[config.mk]
export PLATFORM = sky130hd
export DESIGN_NAME = hazard_scoreboard
export DESIGN_NICKNAME = d
export VERILOG_FILES = /design/src/rtl/hazard_scoreboard_pkg.sv /design/src/rtl/hazard_scoreboard_entry.sv /design/src/rtl/hazard_scoreboard.sv
export SDC_FILE = /design/constraint.sdc
export NUM_CORES = 1
export LEC_CHECK = 0
export BUFFER_PORTS_ARGS = -buffer_cell sky130_fd_sc_hd__buf_2
export CAP_MARGIN = 20
export CORE_MARGIN = 3
export CORE_UTILIZATION = 53
export DETAILED_ROUTE_END_ITERATION = 8
export PLACE_DENSITY_LB_ADDON = 0.15
export SETUP_SLACK_MARGIN = 0.2
export SYNTH_ARGS = -nofsm -noshare
export SYNTH_HDL_FRONTEND = slang
export SYNTH_HIERARCHICAL = 1
export SYNTH_SLANG_ARGS = --single-unit
[constraint.sdc]
create_clock -name clk -period 2.3 [get_ports clk]
set_input_delay 0.575 -clock clk [delete_from_list [all_inputs] [get_ports clk]]
set_output_delay 0.575 -clock clk [all_outputs]
set_load 0.02 [all_outputs]
[src/rtl/hazard_scoreboard_pkg.sv]
// Shared constants for the ID-stage hazard scoreboard and its forwarding-side consumer.
package hazard_scoreboard_pkg;

  localparam int REG_ADDR_W = 5;
  localparam logic [REG_ADDR_W-1:0] NO_FWD_REG = 5'd31;

  localparam int DEF_ALU_LAT  = 1;
  localparam int DEF_LOAD_LAT = 2;
  localparam int DEF_CNT_W    = 2;

  // Operand source select used by the ID-stage forwarding mux.
  typedef enum logic [1:0] {
    FWD_REGFILE = 2'b00,
    FWD_MEM     = 2'b01,
    FWD_EX      = 2'b10
  } fwd_sel_e;

endpackage

[src/rtl/hazard_scoreboard_entry.sv]
// One tracked register: countdown until its pending write can be forwarded to ID.
module hazard_scoreboard_entry
  import hazard_scoreboard_pkg::*;
#(
  parameter int CNT_W    = DEF_CNT_W,
  parameter int ALU_LAT  = DEF_ALU_LAT,
  parameter int LOAD_LAT = DEF_LOAD_LAT
) (
  input  logic clk,
  input  logic rst_n,
  input  logic i_issue,
  input  logic i_is_load,
  output logic o_busy
);

  localparam logic [CNT_W-1:0] ALU_CNT  = CNT_W'(ALU_LAT);
  localparam logic [CNT_W-1:0] LOAD_CNT = CNT_W'(LOAD_LAT);

  logic [CNT_W-1:0] r_cnt;

  // A fresh issue reloads the counter even if an older write is still counting.
  always_ff @(posedge clk or negedge rst_n) begin
    if (!rst_n) begin
      r_cnt <= '0;
    end else if (i_issue) begin
      r_cnt <= i_is_load ? LOAD_CNT : ALU_CNT;
    end else if (r_cnt != '0) begin
      r_cnt <= r_cnt - 1'b1;
    end
  end

  assign o_busy = (r_cnt != '0);

endmodule

[src/rtl/hazard_scoreboard.sv]
// ID-stage hazard scoreboard: stalls ID while a source's producer cannot forward yet.
// Optional stall-cycle counter enabled by defining HAZARD_STALL_COUNT_EN.
module hazard_scoreboard
  import hazard_scoreboard_pkg::*;
#(
  parameter int ALU_LAT  = DEF_ALU_LAT,
  parameter int LOAD_LAT = DEF_LOAD_LAT,
  parameter int CNT_W    = DEF_CNT_W
) (
  input  logic                  clk,
  input  logic                  rst_n,
  input  logic                  ID_valid,
  input  logic [REG_ADDR_W-1:0] ID_rs,
  input  logic [REG_ADDR_W-1:0] ID_rt,
  input  logic                  ID_uses_rs,
  input  logic                  ID_uses_rt,
  input  logic                  ID_RegWrite,
  input  logic [REG_ADDR_W-1:0] ID_rd,
  input  logic                  ID_MemRead,
  input  logic                  ID_flush,
  output logic                  stall,
  output logic                  rs_busy,
  output logic                  rt_busy,
  output logic [31:0]           busy_mask
`ifdef HAZARD_STALL_COUNT_EN
  ,
  input  logic                  stall_cnt_clr,
  output logic [15:0]           stall_cycles
`endif
);

  logic        w_issue;
  logic [30:0] w_issue_vec;
  logic [30:0] w_busy;

  // Hazard check uses pre-issue counts only, so an instruction never stalls on itself.
  assign rs_busy = ID_uses_rs && (ID_rs != NO_FWD_REG) && busy_mask[ID_rs];
  assign rt_busy = ID_uses_rt && (ID_rt != NO_FWD_REG) && busy_mask[ID_rt];
  assign stall   = ID_valid && !ID_flush && (rs_busy || rt_busy);

  assign w_issue = ID_valid && !ID_flush && !stall && ID_RegWrite && (ID_rd != NO_FWD_REG);

  generate
    for (genvar gi = 0; gi < 31; gi++) begin : g_entry
      assign w_issue_vec[gi] = w_issue && (ID_rd == REG_ADDR_W'(gi));

      hazard_scoreboard_entry #(
        .CNT_W    (CNT_W),
        .ALU_LAT  (ALU_LAT),
        .LOAD_LAT (LOAD_LAT)
      ) u_entry (
        .clk       (clk),
        .rst_n     (rst_n),
        .i_issue   (w_issue_vec[gi]),
        .i_is_load (ID_MemRead),
        .o_busy    (w_busy[gi])
      );
    end
  endgenerate

  assign busy_mask = {1'b0, w_busy};

`ifdef HAZARD_STALL_COUNT_EN
  logic [15:0] r_stall_cycles;

  always_ff @(posedge clk or negedge rst_n) begin
    if (!rst_n) begin
      r_stall_cycles <= '0;
    end else if (stall_cnt_clr) begin
      r_stall_cycles <= '0;
    end else if (stall && (r_stall_cycles != 16'hFFFF)) begin
      r_stall_cycles <= r_stall_cycles + 16'd1;
    end
  end

  assign stall_cycles = r_stall_cycles;
`endif

endmodule
# [After elaboration in Yosys (flattened, before gate mapping)]
# Index checks and enable logic that the tools add are counted.
[totals] register_bits=62 inputBits=23 out_inout_bits=35
[op_classes] add_sub_neg=31 magnitude_cmp=2 n_eq_ne=33 mux=67 n_reduce_logical=106
[op_table] cell="2-to-1 mux 2 bit" n=63
[op_table] cell="nonzero test 2 bit" n=62
[op_table] cell="== test 5 bit (second input constant)" n=15
[op_table] cell="subtractor 2 x 1 -> 2 bit (second input constant)" n=31
[op_table] cell="== test 5 x 4 -> 1 bit (second input constant)" n=8
[op_table] cell="logical AND 1 bit" n=40
[op_table] cell="== test 5 x 3 -> 1 bit (second input constant)" n=4
[op_table] cell="inequality test 5 bit (second input constant)" n=3
[op_table] cell="< comparator 5 x 6 -> 1 bit (second input constant)" n=2
[op_table] cell="binary-select mux 1 bit (select 5 bit)" n=2
[op_table] cell="== test 5 x 2 -> 1 bit (second input constant)" n=2
[op_table] cell="== test 5 x 1 -> 1 bit (second input constant)" n=1
[op_table] cell="logical NOT 5 bit" n=1
[op_table] cell="logical NOT 1 bit" n=2
[op_table] cell="2-to-1 mux 1 bit" n=2
[op_table] cell="logical OR 1 bit" n=1

# [Longest topological paths before layout]
# Gate-level depths: netlist of run 1.
[depth] ltp_word=12 mapped_depth=12

# [Modules after synthesis]
# The synthesis of run 1 kept the hierarchy.
[by_module_without_submodules] module="hazard_scoreboard_entry" n_inst=31 cells_each=12 area_per_inst_um2=118.9 seq_area_each_um2=50.0
[by_module_without_submodules] module="hazard_scoreboard" n_inst=1 cells_each=122 area_per_inst_um2=989.7 seq_area_each_um2=0.0

# [Least setup slack after synthesis of run 1]
# Ideal clock, no wire load.
[synth_path] kind="reg-to-reg" from="reg g_entry[7].u_entry.r_cnt[0]" to="reg g_entry[6].u_entry.r_cnt[0]" setup_time_ns=0.119 t_arrival_ns=2.577 required_time_ns=2.181 path_slack_ns=-0.396 stages_incl_launch_ff=13 path_buffers=1 cell_sequence="dfrtp_1 > inv_1 > ha_1 > inv_1 > mux4_2 > nand2b_1 > nand3_2 > nand4_2 > o21bai_4 > buf_6 > nor3_1 > nand2_1 > o21a_1"
[synth_between] elab_chain_len=12
[synth_rtl] element="start, declared" line="hazard_scoreboard_entry.sv:19" rtl="logic [CNT_W-1:0] r_cnt;"
[synth_rtl] element="start signal, assigned" line="hazard_scoreboard_entry.sv:26" rtl="r_cnt <= i_is_load ? LOAD_CNT : ALU_CNT;"
[synth_rtl] element="start signal, assigned" line="hazard_scoreboard_entry.sv:28" rtl="r_cnt <= r_cnt - 1'b1;"
[synth_rtl] element="nonzero test 2 bit *" line="hazard_scoreboard_entry.sv:32" rtl="assign o_busy = (r_cnt != '0);"
[synth_rtl] element="via busy_mask[7]" line="hazard_scoreboard.sv:24" rtl="output logic [31:0] busy_mask"
[synth_rtl] element="binary-select mux 1 bit (select 5 bit) *" line="hazard_scoreboard.sv:38" rtl="assign rt_busy = ID_uses_rt && (ID_rt != NO_FWD_REG) && busy_mask[ID_rt];"
[synth_rtl] element="2-to-1 mux 1 bit (not written as such) *" line="hazard_scoreboard.sv:38"
[synth_rtl] element="logical AND 1 bit *" line="hazard_scoreboard.sv:38"
[synth_rtl] element="via rt_busy" line="hazard_scoreboard.sv:23" rtl="output logic rt_busy,"
[synth_rtl] element="logical OR 1 bit *" line="hazard_scoreboard.sv:39" rtl="assign stall = ID_valid && !ID_flush && (rs_busy || rt_busy);"
[synth_rtl] element="logical AND 1 bit *" line="hazard_scoreboard.sv:39"
[synth_rtl] element="logical NOT 1 bit *" line="hazard_scoreboard.sv:41" rtl="assign w_issue = ID_valid && !ID_flush && !stall && ID_RegWrite && (ID_rd != NO_FWD_REG);"
[synth_rtl] element="logical AND 1 bit * (3 in series)" line="hazard_scoreboard.sv:41"
[synth_rtl] element="logical AND 1 bit *" line="hazard_scoreboard.sv:45" rtl="assign w_issue_vec[gi] = w_issue && (ID_rd == REG_ADDR_W'(gi));"
[synth_rtl] element="via w_issue_vec[6]" line="hazard_scoreboard.sv:33" rtl="logic [30:0] w_issue_vec;"
[synth_rtl] element="2-to-1 mux 2 bit or nonzero test 2 bit (tied branches)"
[synth_rtl] element="end signal, assigned" line="hazard_scoreboard_entry.sv:26"
[synth_rtl] element="end signal, assigned" line="hazard_scoreboard_entry.sv:28"
[synth_rtl] element="end, declared" line="hazard_scoreboard_entry.sv:19"
# Mark *: on every way through the listed nets, which the timed path passes. The rest lies on a longest branch. The select of a mux whose other input is x is not followed.
# A chain may end at the register's enable or synchronous reset.

# [Worst setup path in the final report of run 1]
[layout_path] from="reg g_entry[24].u_entry.r_cnt[1]" to="out stall"
[layout_between] elab_chain_len=6
[layout_rtl] element="start, declared" line="hazard_scoreboard_entry.sv:19"
[layout_rtl] element="start signal, assigned" line="hazard_scoreboard_entry.sv:26"
[layout_rtl] element="start signal, assigned" line="hazard_scoreboard_entry.sv:28"
[layout_rtl] element="nonzero test 2 bit *" line="hazard_scoreboard_entry.sv:32"
[layout_rtl] element="binary-select mux 1 bit (select 5 bit) (on tied branches)" line="hazard_scoreboard.sv:37, hazard_scoreboard.sv:38"
[layout_rtl] element="2-to-1 mux 1 bit (on tied branches)" line="hazard_scoreboard.sv:37, hazard_scoreboard.sv:38"
[layout_rtl] element="logical AND 1 bit (on tied branches)" line="hazard_scoreboard.sv:37, hazard_scoreboard.sv:38"
[layout_rtl] element="logical OR 1 bit *" line="hazard_scoreboard.sv:39"
[layout_rtl] element="logical AND 1 bit *" line="hazard_scoreboard.sv:39"
[layout_rtl] element="end, declared" line="hazard_scoreboard.sv:21" rtl="output logic stall,"
# Mark *: on every way between the ends. The rest lies on a longest branch, timed or not. The select of a mux whose other input is x is not followed.

==> results by group, run 1 <==
Final layout
  • Post-Layout Cell Count: a little over 800
  • Commonest non-fill, non-tap cell in the layout: buf_4
  • Area grow syn2layout: 51.0%
  • Biggest regs: g_entry.u_entry/r_cnt: 62 flops
  • Share of cells above drive strength 1: a little over half
  • Commonest non-fill, non-tap cells in the layout: buf_4, inv_1, nor2b_1
  • Top reg by flops: g_entry.u_entry/r_cnt
  • Finished Core Util: approximately 84%
  • Max reg flops: slightly above 60
  • Final net count: 757

Logic synthesis
  • Adder-Cell Fraction of Synth Area: 8.30%
  • Mux contribution to synthesized area: under 10%
  • Post-synth ARST share: 100%
  • Synth Net Count: around 550
  • Main combinational cell family by area after synthesis: simple AND/OR/NAND/NOR gates
  • Sequential-to-total area share from yosys stat: 33.2%
  • XOR/XNOR Fraction of Synth Area: under 10%
  • Ranking of synthesized cells by area: dfrtp_1, nor2b_1, ha_1
  • Average size of a mapped cell: 9.46 µm²
  • Post-synth top flop: dfrtp_1
  • Simple logic cell fraction of the synthesized area: a little under a fifth
  • Synth Instances: 494
  • Cell area after synthesis: between 4000 and 5000 µm²
  • Post-synthesis register bit count: 62
  • Synth Area in Compound Gates: about 16%
  • EDFF count, synth: 0
  • Yosys warns: 6
  • Synth area leader: dfrtp_1
  • Synth top area share: 33.2%
  • Synth cell types: 39

Clock tree
  • Worst skew pair latency: about 0.35 ns
  • H-tree levels: 3
  • CTS tree: done
  • Root Buffer Master: clkbuf_8
  • CTS Buffer Depth: 2
  • TritonCTS sink count: 62
  • Reg clk slew, reported paths: around 0.08 ns
  • CTS buffer count: 9

Die
  • Starting Density: 55.8%
  • IO Count: 58
  • DIE AREA: about 10000 µm²
  • Core ar.: between 8000 and 9000 µm²
  • Die W: 99.9 µm
  • Row cnt: 33
  • Chip height: around 100 µm

Global routing
  • Total global routing overflow: 0
  • Total track usage: between 20% and 30%
  • First-pass GRT wire length: 22800 µm
  • Antenna violations before repair: 1
  • Vias in the first global route: ~4700
  • Largest net degree at the start of global routing: 63

Placed design
  • Placed cell count: approximately 780
  • Detailed-placement wirelength estimate: roughly 9900 µm
  • Port Buffers: 56
  • Global placer's final weighted congestion: between 0.9 and 1

Drt
  • DR iter-0 viols: 381
  • DR DRC count: 0
  • Drt via density: approximately 5.7
  • Final wirelength: approximately 16000 µm
  • Number of routed nets with antenna violations: 0
  • First-pass detailed-route iteration total: 7
  • Via Count: between 4000 and 5000
  • Drt wl/cell: 19.1 µm

Critical path
  • FF-to-FF End: g_entry[13].u_entry/r_cnt[0]
  • FF-to-FF setup slack: -0.67 ns
  • CP Capture Type: primary output
  • Worst EP required: approximately 1.7 ns
  • Crit path DAT: 2.44 ns
  • RR Startpoint: g_entry[24].u_entry/r_cnt[1]
  • Worst-path fanout max: 3
  • Reg2Reg Depth: 14
  • Startpoint Class: flop
  • Crit Path Category: reg2out

STA
  • Clk_skew: about 0.012 ns
  • Setup ws final: -0.718 ns
  • Worst slew margin: a little over three fifths
  • RSZ-0062 raised after global routing: yes
  • Final period utilization: 131%
  • Final Hold Fails: 0
  • Accumulated negative setup slack: -37.78 ns
  • Final Setup Violations: 65
  • Slew @ Worst Pin: 0.552 ns
  • Shortest period the worst path allows: approximately 3 ns
  • Max Clock Freq: roughly 330 MHz
  • Final slew viol count: 0

Power and ir drop
  • Leak: about 3.5 nW
  • Maximum VDD drop: ~0.00091 V
  • Power Density: between 1000 and 1500 nW/µm²

Min path
  • Hold Crit Class: in2async

Outcome
  • Failing checks: setup timing
  • Status: finished, violations left

Flow run
  • Max Cap Viol: 0
## through the flow
| step | power, mW | setup slack [ns] | hold slack [ns] | area (µm²) |
|---|---|---|---|---|
| floorplan | 5.79 | -0.220 | 0.279 | 4930 |
| global placement | 7.68 | -0.444 | 0.602 | 6330 |
| detailed placement | 8.06 | -0.473 | 0.611 | 6330 |
| CTS | 9.20 | -0.628 | 0.242 | 6840 |
| global route | 10.3 | -0.790 | 0.241 | 7060 |
| finish | 9.70 | -0.718 | 0.230 | 7060 |
## final cells by class
type                    count  area (µm²)
fillers                   427        1320
inverters                  99         374
repair buffers            208        1630
diodes                      1        2.50
multi-input cells         323        3200
clock buffers               9         124
well taps                 105         131
clock inverters             7        51.3
flip-flops and latches     62        1550
## power breakdown
part	total (mW)	leakage [nW]	internal (mW)	switching [mW]
Combinational	6.75	2.67	3.51	3.24
Clock	0.896	0.0852	0.392	0.504
Sequential	2.06	0.714	1.72	0.338
## worst max-delay path, stage by stage (launching register included)
cell and delay (ns):
dfrtp_1 0.41, inv_1 0.09, ha_1 0.20, inv_2 0.08, mux4_2 0.48, o211ai_2 0.20, nand4_4 0.15, o21bai_4 0.21
and2_4 0.15, buf_6 0.12
## cells in the mapped netlist (4+ instances only)
cell and number:
o21a_1 31, nand2_1 38, o31ai_2 31, nor3_2 4, mux4_2 9, nand3b_1 6
nor3_1 27, ha_1 31, nor2_1 6, buf_6 6, dfrtp_1 62, nor2b_1 65
xnor2_1 31, mux2i_1 14, inv_1 99
## repair_timing
item	CTS	global route
pin swaps	39	12
setup endpoints to repair	65	65
gates cloned	2	0
hold buffers	0	0
resized for setup	56	42
buffers inserted	4	7
endpoints found under the hold margin	0	0
## cells by family (layout without fill, tap and decap cells)
family / count (synthesis) / after routing
buffers and inverters: 109 / 323
DFF: 62 / 62
AOI/OAI and AO/OA: 77 / 77
xor gates and xnor gates: 31 / 31
adders and majority gates: 31 / 31
muxes: 23 / 23
other: 1 / 2
and+or+nand+nor: 160 / 160
## per-layer routing
| metal | part of all wire, % | vias to the layer above | track usage, % |
|---|---|---|---|
| li1 | - | 2066 | - |
| met1 | 38 | 2232 | 35.7 |
| met2 | 50 | 236 | 49.1 |
| met3 | 7.5 | 79 | 6.05 |
| met4 | 4.6 | 0 | 13.1 |
| met5 | 0 | - | 0 |
## worst max-delay path by stage
stage | startpoint | slack (ns) | end | depth (start not counted)
final | g_entry[24].u_entry/r_cnt[1] | -0.72 | stall | 9
after global routing | g_entry[24].u_entry/r_cnt[1] | -0.79 | stall | 9
after CTS | g_entry[23].u_entry/r_cnt[1] | -0.63 | stall | 10
after detailed placement | ID_rt[1] | -0.47 | stall | 8
after global placement | ID_rt[1] | -0.44 | stall | 8
after floorplan | ID_rt[1] | -0.22 | stall | 7
Note: power is estimated with default switching activity, not from simulation.
==> inputs of run 2 (changes only) <==
- PLACE_DENSITY: default -> 0.77
- PLACE_DENSITY_LB_ADDON: 0.15 -> default
- SLEW_MARGIN: default -> 20
==> results by group, run 2 (synthesis results as in run 1) <==
Drt
  • DR iter-0 viols: ~300
  • First-pass detailed-route iteration total: 5
  • DR DRC count: 0
  • Drt via density: roughly 5.6
  • Number of routed nets with antenna violations: 0
  • Drt wl/cell: approximately 18 µm
  • Via Count: ~4500
  • Final wirelength: approximately 15000 µm

Clock tree
  • Root Buffer Master: clkbuf_8
  • Worst skew pair latency: around 0.34 ns
  • CTS Buffer Depth: 2
  • CTS buffer count: 9
  • H-tree levels: 3
  • Hold Buf Count CTS: 0
  • CTS tree: done
  • TritonCTS sink count: 62
  • Reg clk slew, reported paths: 0.08 ns

STA
  • Worst slew margin: between 30 and 40%
  • Final Setup Violations: between 60 and 70
  • Clk_skew: roughly 0.012 ns
  • RSZ-0062 raised after global routing: yes
  • Slew @ Worst Pin: around 1 ns
  • Hold_ws: ~0.24 ns
  • Max Clock Freq: ~330 MHz
  • Shortest period the worst path allows: approximately 3.0 ns
  • Setup ws final: -0.723 ns
  • Final period utilization: 131%
  • Final slew viol count: 0
  • Final Hold Fails: 0

Global routing
  • Vias in the first global route: 4757
  • Total global routing overflow: 0
  • Total track usage: a little under a third
  • Antenna violations before repair: 0
  • First-pass GRT wire length: around 23000 µm
  • Largest net degree at the start of global routing: 63

Flow run
  • Max Cap Viol: 0

Placed design
  • Global placer's final weighted congestion: around 0.92
  • Port Buffers: between 50 and 60
  • Post-Place Setup Slack: -0.542 ns
  • DP Area: around 6200 µm²
  • Detailed-placement wirelength estimate: about 9800 µm

Power and ir drop
  • Maximum VDD drop: around 0.00085 V
  • Power Density: around 1400 nW/µm²
  • Leak: approximately 3.5 nW

Critical path
  • Crit path DAT: 2.45 ns
  • Crit Path Category: reg2out
  • Reg2Reg Depth: 15
  • FF-to-FF End: g_entry[18].u_entry/r_cnt[0]
  • Startpoint Class: flop
  • Worst-path fanout max: 4
  • FF-to-FF setup slack: -0.69 ns
  • Worst EP required: roughly 1.7 ns
  • RR Startpoint: g_entry[18].u_entry/r_cnt[1]
  • CP Capture Type: primary output

Die
  • Starting Density: between 50% and 60%
  • Chip height: ~100 µm
  • DIE AREA: 9980 µm²
  • Die W: around 100 µm
  • IO Count: 58
  • Core ar.: approximately 8400 µm²
  • Row cnt: 33

Min path
  • Hold Crit Class: in2async

Final layout
  • Ant diodes: 0
  • Fill count: between 400 and 500
  • Fin area: slightly above 7000 µm²
  • Commonest non-fill, non-tap cell in the layout: buf_4
  • Max reg flops: between 60 and 70
  • Top reg by flops: g_entry.u_entry/r_cnt
  • Area grow syn2layout: 51.1%
  • Final net count: between 700 and 800
  • Share of cells above drive strength 1: about 53%
  • Biggest regs: g_entry.u_entry/r_cnt: 62 flops
  • Commonest non-fill, non-tap cells in the layout: buf_4, inv_1, nor2b_1

Outcome
  • Status: finished, violations left
  • Failing checks: setup timing
-- run 2: changes by cell type in the layout (fill, tap and decap cells not counted), moves of 2 or more --
cell / change
clkinvlp_4: -2
clkinv_4: -3
ha_1: -2
clkbuf_8: +3
inv_2: +2
buf_4: +3
-- run 2: how the worst max path moves through the flow --
stage	startpoint	end	slack, ns	depth (start not counted)
CTS	g_entry[23].u_entry/r_cnt[0]	stall	-0.64	10
detailed placement	ID_rt[1]	g_entry[16].u_entry/r_cnt[0]	-0.54	10
global placement	ID_rt[1]	g_entry[2].u_entry/r_cnt[0]	-0.44	11
floorplan	ID_rt[1]	stall	-0.22	7
global route	g_entry[21].u_entry/r_cnt[1]	stall	-0.85	10
finish	g_entry[18].u_entry/r_cnt[1]	stall	-0.72	10
-- run 2: repair_timing --
action                                  4_1_cts  5_1_grt
hold endpoints to repair                      0        0
gates cloned                                  2        0
endpoints found under the setup margin       65       65
setup buffers                                21       12
gates resized for setup                      61       42
pin swaps                                    26       22
-- run 2: where the power goes --
group / internal, mW / total, mW / switching (mW)
clock: 0.467 / 0.897 / 0.429
combinational: 3.48 / 6.62 / 3.15
sequential: 1.72 / 2.04 / 0.320
-- run 2: critical path, stage by stage, from the launching register on --
cell      delay, ns
dfrtp_1        0.40
inv_1          0.10
ha_4           0.16
inv_2          0.05
mux4_2         0.44
mux2i_1        0.22
or3_4          0.19
nand4_4        0.07
o21bai_4       0.20
and2_4         0.14
buf_6          0.12
-- run 2: per-stage QoR --
stage               utilization [%]  std cells  TNS [ns]  power (mW)
finish                         84.3        813    -32.25        9.56
CTS                            81.3        801    -23.91        9.19
global placement               73.5        764    -19.81        7.63
detailed placement             73.5        764    -23.44        8.01
global route                   84.3        813    -41.68        10.3
floorplan                         -        494     -9.12        5.79
-- run 2: layout make-up --
type | count | area [µm²] | share of cell area, %
clock inverter | 1 | 5.00 | 0.0709
timing repair buffer | 210 | 1650 | 23.3
sequential | 62 | 1550 | 22.0
inverter | 99 | 372 | 5.26
multi-input combinational | 323 | 3190 | 45.2
tap | 105 | 131 | 1.86
clock buffer | 13 | 169 | 2.39
-- run 2: metal layers --
metal | GRT usage [%] | wire [µm] | vias up | share of wire (%)
met5 | 0 | 0 | - | 0
li1 | - | - | 2070 | -
met1 | 37.3 | 5630 | 2199 | 39
met2 | 53.3 | 7420 | 207 | 51
met4 | 11.7 | 547 | 0 | 3.8
met3 | 4.86 | 985 | 53 | 6.8
==> inputs of run 3 (changes only) <==
- TNS_END_PERCENT: default -> 30
==> results by group, run 3 (synthesis results as in run 1) <==
Outcome
  • Status: finished, violations left
  • Failing checks: setup timing

Power and ir drop
  • Seq pwr share: 21.7%
  • Power Density: ~1400 nW/µm²
  • Maximum VDD drop: roughly 0.00093 V
  • Design Power: approximately 9.4 mW
  • NetSw: about 3.8 mW
  • Leak: about 3.3 nW
  • P_int: about 5.6 mW
  • Clock network power share: 10.5%
  • Net Sw Frac: 40.3%
  • Combinational share of power: 67.8%

Final layout
  • Final net count: 747
  • Max reg flops: 62
  • Ant diodes: 0
  • Area grow syn2layout: 45.0%
  • Top reg by flops: g_entry.u_entry/r_cnt
  • Post-Layout Cell Count: 802
  • Biggest regs: g_entry.u_entry/r_cnt: 62 flops
  • Commonest non-fill, non-tap cells in the layout: buf_4, inv_1, nor2b_1
  • Share of cells above drive strength 1: approximately half
  • Fill count: approximately 480
  • Commonest non-fill, non-tap cell in the layout: buf_4

STA
  • Clk_skew: between 0.007 and 0.008 ns
  • Slew @ Worst Pin: between 0.8 and 0.9 ns
  • Worst slew margin: between 40% and 50%
  • Final Hold Fails: 0
  • RSZ-0062 raised after global routing: yes
  • Setup ws final: -0.640 ns
  • Final slew viol count: 0
  • Max Clock Freq: 340 MHz
  • Hold_ws: approximately 0.24 ns
  • Final Setup Violations: between 60 and 70
  • Final period utilization: 128%
  • Shortest period the worst path allows: 2.94 ns

Clock tree
  • Root Buffer Master: clkbuf_8
  • Worst skew pair latency: ~0.35 ns
  • H-tree levels: 3
  • CTS tree: done
  • Hold Buf Count CTS: 0
  • CTS buffer count: 9
  • Reg clk slew, reported paths: 0.07 ns
  • CTS Buffer Depth: 2
  • TritonCTS sink count: 62

Critical path
  • Crit path DAT: between 2 and 2.5 ns
  • CP Capture Type: primary output
  • Crit Path Category: reg2out
  • Worst EP required: about 1.7 ns
  • Startpoint Class: flop
  • Worst-path fanout max: 3

Global routing
  • Total global routing overflow: 0
  • Largest net degree at the start of global routing: 63
  • Total track usage: ~29%
  • First-pass GRT wire length: between 20000 and 25000 µm
  • Vias in the first global route: about 4800
  • Antenna violations before repair: 0

Min path
  • Hold Crit Class: in2async

Drt
  • Drt wl/cell: 17.1 µm
  • DR iter-0 viols: roughly 220
  • Drt via density: approximately 5.5
  • First-pass detailed-route iteration total: 5
  • Final wirelength: 13700 µm
  • Via Count: about 4400
  • DR DRC count: 0
  • Number of routed nets with antenna violations: 0

Die
  • IO Count: 58
  • DIE AREA: about 10000 µm²
  • Row cnt: 33
  • Core ar.: about 8400 µm²
  • Starting Density: around 56%
  • Die W: 99.9 µm
  • Chip height: 99.9 µm

Placed design
  • Detailed-placement wirelength estimate: 9780 µm
  • Port Buffers: 56
  • Global placer's final weighted congestion: ~0.96
  • Placed cell count: ~800

Flow run
  • Max Cap Viol: 0
==> run 3: cell count changes in the layout (fill, tap and decap cells not counted), moves of 3 or more <==
cell / change
ha_4: -3
buf_4: +9
nand2_1: +6
buf_6: -19
nor3_4: -3
nand2_2: -6
nor3_2: +3
==> run 3: per-layer routing <==
| layer | vias up | part of all wire [%] | global-route usage, % |
|---|---|---|---|
| met5 | - | 0 | 0 |
| met4 | 0 | 2.4 | 9.56 |
| met3 | 36 | 6.0 | 5.14 |
| met2 | 160 | 51 | 50.8 |
| met1 | 2166 | 40 | 35.2 |
| li1 | 2044 | - | - |
==> run 3: area by class of cell <==
| type | instances | area [µm²] | share of cell area (%) |
|---|---|---|---|
| clock buffer | 11 | 141 | 2.09 |
| clock inverter | 4 | 47.5 | 0.701 |
| inverter | 99 | 372 | 5.48 |
| multi-input combinational | 323 | 3090 | 45.5 |
| sequential | 62 | 1550 | 22.9 |
| tap | 105 | 131 | 1.94 |
| timing repair buffer | 198 | 1450 | 21.4 |
==> run 3: stage by stage <==
stage / util [%] / setup WS [ns] / TNS (ns) / instance area, µm²
finish: 80.9 / -0.640 / -21.88 / 6780
global route: 80.9 / -0.738 / -29.25 / 6780
CTS: 80.0 / -0.629 / -19.72 / 6710
detailed placement: 74.7 / -0.454 / -21.95 / 6260
global placement: 74.7 / -0.430 / -19.39 / 6260
floorplan: - / -0.220 / -9.40 / 4910
==> run 3: repair_timing <==
item / CTS / global route
pin swaps: 19 / 9
cloned: 0 / 1
setup buffers: 8 / 0
setup endpoints to repair: 65 / 65
resized for setup: 41 / 17
==> run 3: power by group through the flow <==
stage,sequential [mW],combinational (mW),clock (mW)
2_1_floorplan,2.00,3.79,0
3_3_place_gp,1.99,5.68,0
3_5_place_dp,2.03,5.98,0
4_1_cts,2.01,6.22,0.993
5_1_grt,2.09,6.96,1.04
6_report,2.03,6.35,0.980
==> run 3: path summary, 6_finish.rpt <==
check	from	end	slack, ns	cells after the start
setup reg to reg	g_entry[21].u_entry/r_cnt[0]	g_entry[0].u_entry/r_cnt[0]	-0.39	13
setup / recovery	g_entry[21].u_entry/r_cnt[0]	stall	-0.64	10
min in group clk	g_entry[10].u_entry/r_cnt[1]	g_entry[10].u_entry/r_cnt[1]	0.62	2
max in group asynchronous	rst_n	g_entry[24].u_entry/r_cnt[1]	1.78	2
hold / removal	rst_n	g_entry[10].u_entry/r_cnt[0]	0.24	2
hold reg to reg	g_entry[10].u_entry/r_cnt[1]	g_entry[10].u_entry/r_cnt[1]	0.62	2
==> run 3: critical path: stages (launching register included) <==
cell      delay [ns]
dfrtp_1         0.39
inv_1           0.07
ha_2            0.18
inv_2           0.06
mux4_2          0.45
mux2i_1         0.16
or3_4           0.16
nand4_4         0.08
o21bai_4        0.19
and2_4          0.14
buf_6           0.12
